--- config.mk ---
export PLATFORM = sky130hd
export DESIGN_NAME = mod_counter_ctrl
export DESIGN_NICKNAME = d
export VERILOG_FILES = /design/src/rtl/mod_counter_ctrl.sv
export SDC_FILE = /design/constraint.sdc
export NUM_CORES = 1
export LEC_CHECK = 0
export ABC_CLOCK_PERIOD_IN_PS = 6850
export CORE_ASPECT_RATIO = 1.25
export CORE_MARGIN = 2
export CORE_UTILIZATION = 31
export CTS_BUF_LIST = sky130_fd_sc_hd__clkbuf_4
export DETAILED_ROUTE_END_ITERATION = 10
export GPL_TIMING_DRIVEN = 0
export SLEW_MARGIN = 20
export SYNTH_ARGS = -nofsm -noshare
export SYNTH_HDL_FRONTEND = slang
export SYNTH_SLANG_ARGS = --single-unit
--- constraint.sdc ---
create_clock -name clk -period 6.85 [get_ports clk]
set_input_delay 1.37 -clock clk [delete_from_list [all_inputs] [get_ports clk]]
set_output_delay 1.37 -clock clk [all_outputs]
set_load 0.005 [all_outputs]
--- src/rtl/mod_counter_ctrl.sv ---
// Programmable modulo-N counter with a start/pause/resume/abort run controller.
// Runs a programmed number of wrap loops and pulses tc per wrap and done at run end.
module mod_counter_ctrl #(
    parameter int WIDTH         = 4,
    parameter int LOOP_W        = 8,
    parameter int DEFAULT_MOD   = 12,
    parameter int DEFAULT_LOOPS = 0
) (
    input  logic              clk,
    input  logic              rst,
    input  logic              cfg_valid,
    output logic              cfg_ready,
    input  logic [WIDTH-1:0]  cfg_mod,
    input  logic [LOOP_W-1:0] cfg_loops,
    output logic              cfg_err,
    input  logic              start,
    input  logic              pause,
    input  logic              abort,
    output logic [WIDTH-1:0]  count,
    output logic              tc,
    output logic              done,
    output logic              busy,
    output logic [LOOP_W-1:0] loops_left,
    output logic [1:0]        state
);

    typedef enum logic [1:0] {
        IDLE  = 2'b00,
        RUN   = 2'b01,
        PAUSE = 2'b10,
        DONE  = 2'b11
    } state_t;

    state_t             state_q, state_d;
    logic [WIDTH-1:0]   mod_reg, mod_d;
    logic [LOOP_W-1:0]  loops_reg, lreg_d;
    logic [WIDTH-1:0]   count_d;
    logic [LOOP_W-1:0]  loops_d;
    logic               tc_d, done_d, cfg_err_d, ready_d, busy_d;
    logic               hs, cfg_ok, wrap, finite;

    assign state  = state_q;
    assign hs     = cfg_valid & cfg_ready;
    assign cfg_ok = cfg_mod >= WIDTH'(2);
    assign wrap   = count == (mod_reg - WIDTH'(1));
    assign finite = loops_reg != '0;

    always_ff @(posedge clk or posedge rst) begin
        if (rst) begin
            state_q    <= IDLE;
            count      <= '0;
            tc         <= 1'b0;
            done       <= 1'b0;
            busy       <= 1'b0;
            cfg_err    <= 1'b0;
            cfg_ready  <= 1'b1;
            loops_left <= '0;
            mod_reg    <= WIDTH'(DEFAULT_MOD);
            loops_reg  <= LOOP_W'(DEFAULT_LOOPS);
        end else begin
            state_q    <= state_d;
            count      <= count_d;
            tc         <= tc_d;
            done       <= done_d;
            busy       <= busy_d;
            cfg_err    <= cfg_err_d;
            cfg_ready  <= ready_d;
            loops_left <= loops_d;
            mod_reg    <= mod_d;
            loops_reg  <= lreg_d;
        end
    end

    always_comb begin
        state_d   = state_q;
        count_d   = count;
        loops_d   = loops_left;
        tc_d      = 1'b0;
        done_d    = 1'b0;
        cfg_err_d = 1'b0;
        mod_d     = mod_reg;
        lreg_d    = loops_reg;

        // cfg_ready is only high in IDLE, so the modulus is frozen during a run
        if (hs) begin
            if (cfg_ok) begin
                mod_d  = cfg_mod;
                lreg_d = cfg_loops;
            end else begin
                cfg_err_d = 1'b1;
            end
        end

        case (state_q)
            IDLE: begin
                if (start && !abort && !pause) begin
                    state_d = RUN;
                    count_d = '0;
                    loops_d = lreg_d;
                end
            end
            RUN: begin
                if (abort) begin
                    state_d = IDLE;
                    count_d = '0;
                    loops_d = '0;
                end else if (wrap) begin
                    // A wrap always completes, even when pause arrives on the same edge
                    count_d = '0;
                    tc_d    = 1'b1;
                    if (finite && loops_left == LOOP_W'(1)) begin
                        state_d = DONE;
                        done_d  = 1'b1;
                        loops_d = '0;
                    end else begin
                        if (finite) loops_d = loops_left - LOOP_W'(1);
                        if (pause) state_d = PAUSE;
                    end
                end else if (pause) begin
                    state_d = PAUSE;
                end else begin
                    count_d = count + WIDTH'(1);
                end
            end
            PAUSE: begin
                if (abort) begin
                    state_d = IDLE;
                    count_d = '0;
                    loops_d = '0;
                end else if (start && !pause) begin
                    state_d = RUN;
                end
            end
            DONE: state_d = IDLE;
            default: state_d = IDLE;
        endcase

        ready_d = state_d == IDLE;
        busy_d  = (state_d == RUN) || (state_d == PAUSE);
    end

endmodule

==> tab_implementation.tex <==
\begin{tabular}{lr}
\hline
Metric & Value \\
\hline
\multicolumn{2}{l}{\textbf{Run status}} \\
\quad Result of the run & complete, no violations \\
\multicolumn{2}{l}{\textbf{Setup path}} \\
\quad Crit start category & input port \\
\quad CP Cell Sequence & clkdlybuf4s50\_1, or3b\_1, o32a\_1, clkbuf\_1, a2111oi\_0, a21oi\_1 \\
\quad Required @ worst endpoint & approximately 7.1 ns \\
\quad Critical path's largest stage delay & 0.49 ns \\
\quad Type of element capturing the critical path & flip-flop \\
\quad CP max stage cell & sky130\_fd\_sc\_hd\_\_clkdlybuf4s50\_1 \\
\quad Critical path peak fanout & 10 \\
\quad Path type of the worst setup path & in2reg \\
\quad Data arrival time at the worst-slack endpoint & 3.36 ns \\
\multicolumn{2}{l}{\textbf{Yosys}} \\
\quad Synth top area cells & sky130\_fd\_sc\_hd\_\_dfrtp\_1 (40\%), sky130\_fd\_sc\_hd\_\_mux2\_2 (7.1\%), sky130\_fd\_sc\_hd\_\_ha\_1 (6.5\%) \\
\quad Distinct cell type count after synthesis & 47 \\
\quad Average footprint of a synthesized cell & 10.25 sq um \\
\quad Post-synthesis sequential area ratio & 0.4472 \\
\quad Synth Net Count & roughly 200 \\
\quad Post-synth top area share & 0.4020 \\
\quad Number of warning messages in the yosys log & 0 \\
\quad Count of flip-flops with a built-in enable after synthesis & 0 \\
\quad Share of synthesized flip-flops with an asynchronous set or reset & 1.000 \\
\quad Most used flip-flop cell after synthesis & sky130\_fd\_sc\_hd\_\_dfrtp\_1 \\
\quad Leading area contributor after synthesis & sky130\_fd\_sc\_hd\_\_dfrtp\_1 \\
\quad Yosys reg bits & 31 \\
\quad Syn Std Cell Area & 1743 sq um \\
\quad Gate Count Post-Synth & 170 \\
\multicolumn{2}{l}{\textbf{Global routing}} \\
\quad Vias in the first global route & between 1,000 and 1,500 \\
\quad Initial antenna violation count & 0 \\
\quad GRT overflow & 0 \\
\quad Wire length of the first global-routing pass & approximately 7000 um \\
\quad Aggregate global-route resource usage & 0.1403 \\
\quad Maximum number of pins on one net before global-route repair & 32 \\
\multicolumn{2}{l}{\textbf{Clock tree}} \\
\quad Number of hold buffers added after CTS & 0 \\
\quad Later-pin clock latency in the skew report & 0.34 ns \\
\quad Clock buffers created by TritonCTS & 5 \\
\quad Clock tree root buffer cell & sky130\_fd\_sc\_hd\_\_clkbuf\_4 \\
\quad Deepest clock path buffer count & 2 \\
\quad Maximum level of the CTS H-tree & 2 \\
\quad Total number of clock tree sinks & 31 \\
\quad Post-CTS repair timing setup buffer count & 0 \\
\quad Post-CTS Resized & 0 \\
\quad CTS tree & done \\
\quad Clock transition at path regs & approximately 0.090 ns \\
\multicolumn{2}{l}{\textbf{Final layout}} \\
\quad Fraction of layout instances using a drive strength above 1 & 0.1402 \\
\quad Non-Filler Instances & 278 \\
\quad Final-layout fill cell count & $\sim$530 \\
\quad Number of nets in the final layout & 240 \\
\quad Util after Layout & 0.4117 \\
\quad Diodes inserted & 0 \\
\quad Area growth, synth to finish & 28.57\% \\
\multicolumn{2}{l}{\textbf{Floorplanning}} \\
\quad Total die area & 6242 sq um \\
\quad Y dimension of the die & just under 90 um \\
\quad Standard-cell rows & 30 \\
\quad Core area & 5443 sq um \\
\quad Starting density of the core & 0.3202 \\
\quad Die outline width & 71.07 um \\
\quad Boundary pin count & 37 \\
\multicolumn{2}{l}{\textbf{Routing}} \\
\quad First-pass iteration count of the detailed router & 4 \\
\quad Wire per inst & 14.27 um \\
\quad Number of design-rule violations left by the first detailed-router iteration & 55 \\
\quad Total wire length after detailed routing & 3966 um \\
\quad Detailed-route via count & 1,443 \\
\quad Vias per cell & slightly above 5 \\
\quad DRC & 0 \\
\quad ANT nets after route & 0 \\
\multicolumn{2}{l}{\textbf{Power and ir drop}} \\
\quad Overall power after layout & 0.9213 mW \\
\quad IR drop worst, VDD & 0.0001360 V \\
\quad Power density normalized to cell area & $\sim$400 nW/um\^{}2 \\
\quad Leakage power of the design & 0.9332 nW \\
\multicolumn{2}{l}{\textbf{STA}} \\
\quad Setup violation total in the final timing report & 0 \\
\quad Highest achievable clock rate & 316.3 MHz \\
\quad Slew @ Worst Pin & 0.6326 ns \\
\quad RSZ-0062 raised after global routing & false \\
\quad Total count of hold-check failures in the final report & 0 \\
\quad Final min period & between 3 and 4 ns \\
\quad Worst hold margin & 0.5221 ns \\
\quad Fin Setup TNS & 0 ns \\
\quad Final-report max-slew violation count & 0 \\
\quad Worst-case clock skew & between 0.009 and 0.01 ns \\
\quad Rel. slew slack & 0.5776 \\
\quad Period Utilization, post-route & 0.4616 \\
\multicolumn{2}{l}{\textbf{Placed design}} \\
\quad Count of buffers inserted at the top-level ports & 36 \\
\quad Final HPWL DP & 2949 um \\
\quad \# placed instances & 270 \\
\quad Final estimated routing congestion in global placement & 0.7403 \\
\multicolumn{2}{l}{\textbf{Hold path}} \\
\quad Min-delay worst type & reg2reg \\
\multicolumn{2}{l}{\textbf{Run}} \\
\quad Maxcap violations & 0 \\
\hline
\end{tabular}
==> where the power goes <==
| group | total, mW | leakage (nW) | switching, mW | internal [mW] |
|---|---|---|---|---|
| Sequential | 0.319 | 0.386 | 0.0577 | 0.261 |
| Combinational | 0.492 | 0.511 | 0.252 | 0.240 |
| Clock | 0.110 | 0.0361 | 0.0624 | 0.0479 |
| Total | 0.921 | 0.933 | 0.373 | 0.549 |
==> critical path, delay by kind of cell <==
family | cells | cell delay (ns)
buf+inv | 2 | 0.75
simple gates | 1 | 0.46
compound gates | 3 | 0.77
==> cell usage after synthesis, types with 2 or more instances <==
master / instances
sky130_fd_sc_hd__mux2_2: 11
sky130_fd_sc_hd__nor3_2: 2
sky130_fd_sc_hd__dfrtp_1: 28
sky130_fd_sc_hd__a2111oi_0: 2
sky130_fd_sc_hd__a32oi_1: 4
sky130_fd_sc_hd__a211oi_1: 6
sky130_fd_sc_hd__a21oi_1: 10
sky130_fd_sc_hd__nand2_1: 15
sky130_fd_sc_hd__nor4_1: 6
sky130_fd_sc_hd__nand2b_1: 6
sky130_fd_sc_hd__inv_1: 15
sky130_fd_sc_hd__nor3_1: 4
sky130_fd_sc_hd__dfstp_2: 3
sky130_fd_sc_hd__nor2_1: 4
sky130_fd_sc_hd__xnor2_1: 3
sky130_fd_sc_hd__o31ai_1: 3
sky130_fd_sc_hd__o21ai_0: 5
sky130_fd_sc_hd__o21ai_1: 2
sky130_fd_sc_hd__nor2b_1: 2
sky130_fd_sc_hd__ha_1: 9
sky130_fd_sc_hd__o22ai_1: 4
==> path summary, 6_finish.rpt <==
| path | startpoint | end | slack [ns] | cells after the start |
|---|---|---|---|---|
| worst max-delay path | abort | loops_left[0]$_DFFE_PP0P_ | 3.69 | 6 |
| worst min-delay path | cfg_ready$_DFF_PP1_ | cfg_err$_DFF_PP0_ | 0.52 | 2 |
| worst max register to register | state[1]$_DFF_PP0_ | loops_left[0]$_DFFE_PP0P_ | 4.27 | 7 |
| worst min register to register | cfg_ready$_DFF_PP1_ | cfg_err$_DFF_PP0_ | 0.52 | 2 |
| max in group asynchronous | rst | loops_left[3]$_DFFE_PP0P_ | 5.00 | 2 |
| min in group asynchronous | rst | count[3]$_DFFE_PP0P_ | 1.43 | 2 |
==> through the flow <==
stage          worst slack, ns  cell area (sq um)
6_report                 3.688               2241
5_1_grt                  3.570               2241
4_1_cts                  3.691               2241
3_5_place_dp             3.350               2183
3_3_place_gp             3.296               2183
2_1_floorplan            4.095               1743
==> metal layers <==
| layer | routed length (um) | up-vias | global-route usage |
|---|---|---|---|
| li1 | - | 716 | - |
| met1 | 1814 | 685 | 0.1836 |
| met2 | 1879 | 37 | 0.2209 |
| met3 | 190 | 5 | 0.03452 |
| met4 | 81 | 0 | 0.06175 |
| met5 | 0 | - | 0 |
==> cell families after synthesis <==
logic type               Yosys count  share of synthesized area
AO/OA/AOI/OAI                     45                     0.1780
XOR/XNOR                           5                    0.03374
adder cells (fa/ha/maj)            9                    0.06461
buffers and inverters             20                    0.04880
flip-flops                        31                     0.4472
multiplexers                      12                    0.07681
AND/OR/NAND/NOR                   48                     0.1508
==> cell usage in the layout (no fill, tap or decap), types with 4 or more instances in the layout <==
master,instances
sky130_fd_sc_hd__nor2_1,4
sky130_fd_sc_hd__a211oi_1,6
sky130_fd_sc_hd__nand2_1,15
sky130_fd_sc_hd__ha_1,9
sky130_fd_sc_hd__clkbuf_4,7
sky130_fd_sc_hd__a21oi_1,10
sky130_fd_sc_hd__nand2b_1,6
sky130_fd_sc_hd__clkdlybuf4s50_1,36
sky130_fd_sc_hd__o22ai_1,4
sky130_fd_sc_hd__a32oi_1,4
sky130_fd_sc_hd__o21ai_0,5
sky130_fd_sc_hd__nor3_1,4
sky130_fd_sc_hd__mux2_2,11
sky130_fd_sc_hd__dfrtp_1,28
sky130_fd_sc_hd__inv_1,14
sky130_fd_sc_hd__nor4_1,6
==> cell type report <==
class / instances / area, sq um / area share
clock buffers: 7 / 52.55 / 0.02345
multi-input cells: 119 / 878.3 / 0.3920
repair buffers: 36 / 360.3 / 0.1608
well taps: 64 / 80.08 / 0.03573
flip-flops and latches: 31 / 779.5 / 0.3479
clock inverters: 1 / 5.005 / 0.002233
inverters: 16 / 60.06 / 0.02680
plain buffers: 4 / 25.02 / 0.01117
(Power assumes the default switching activity.)
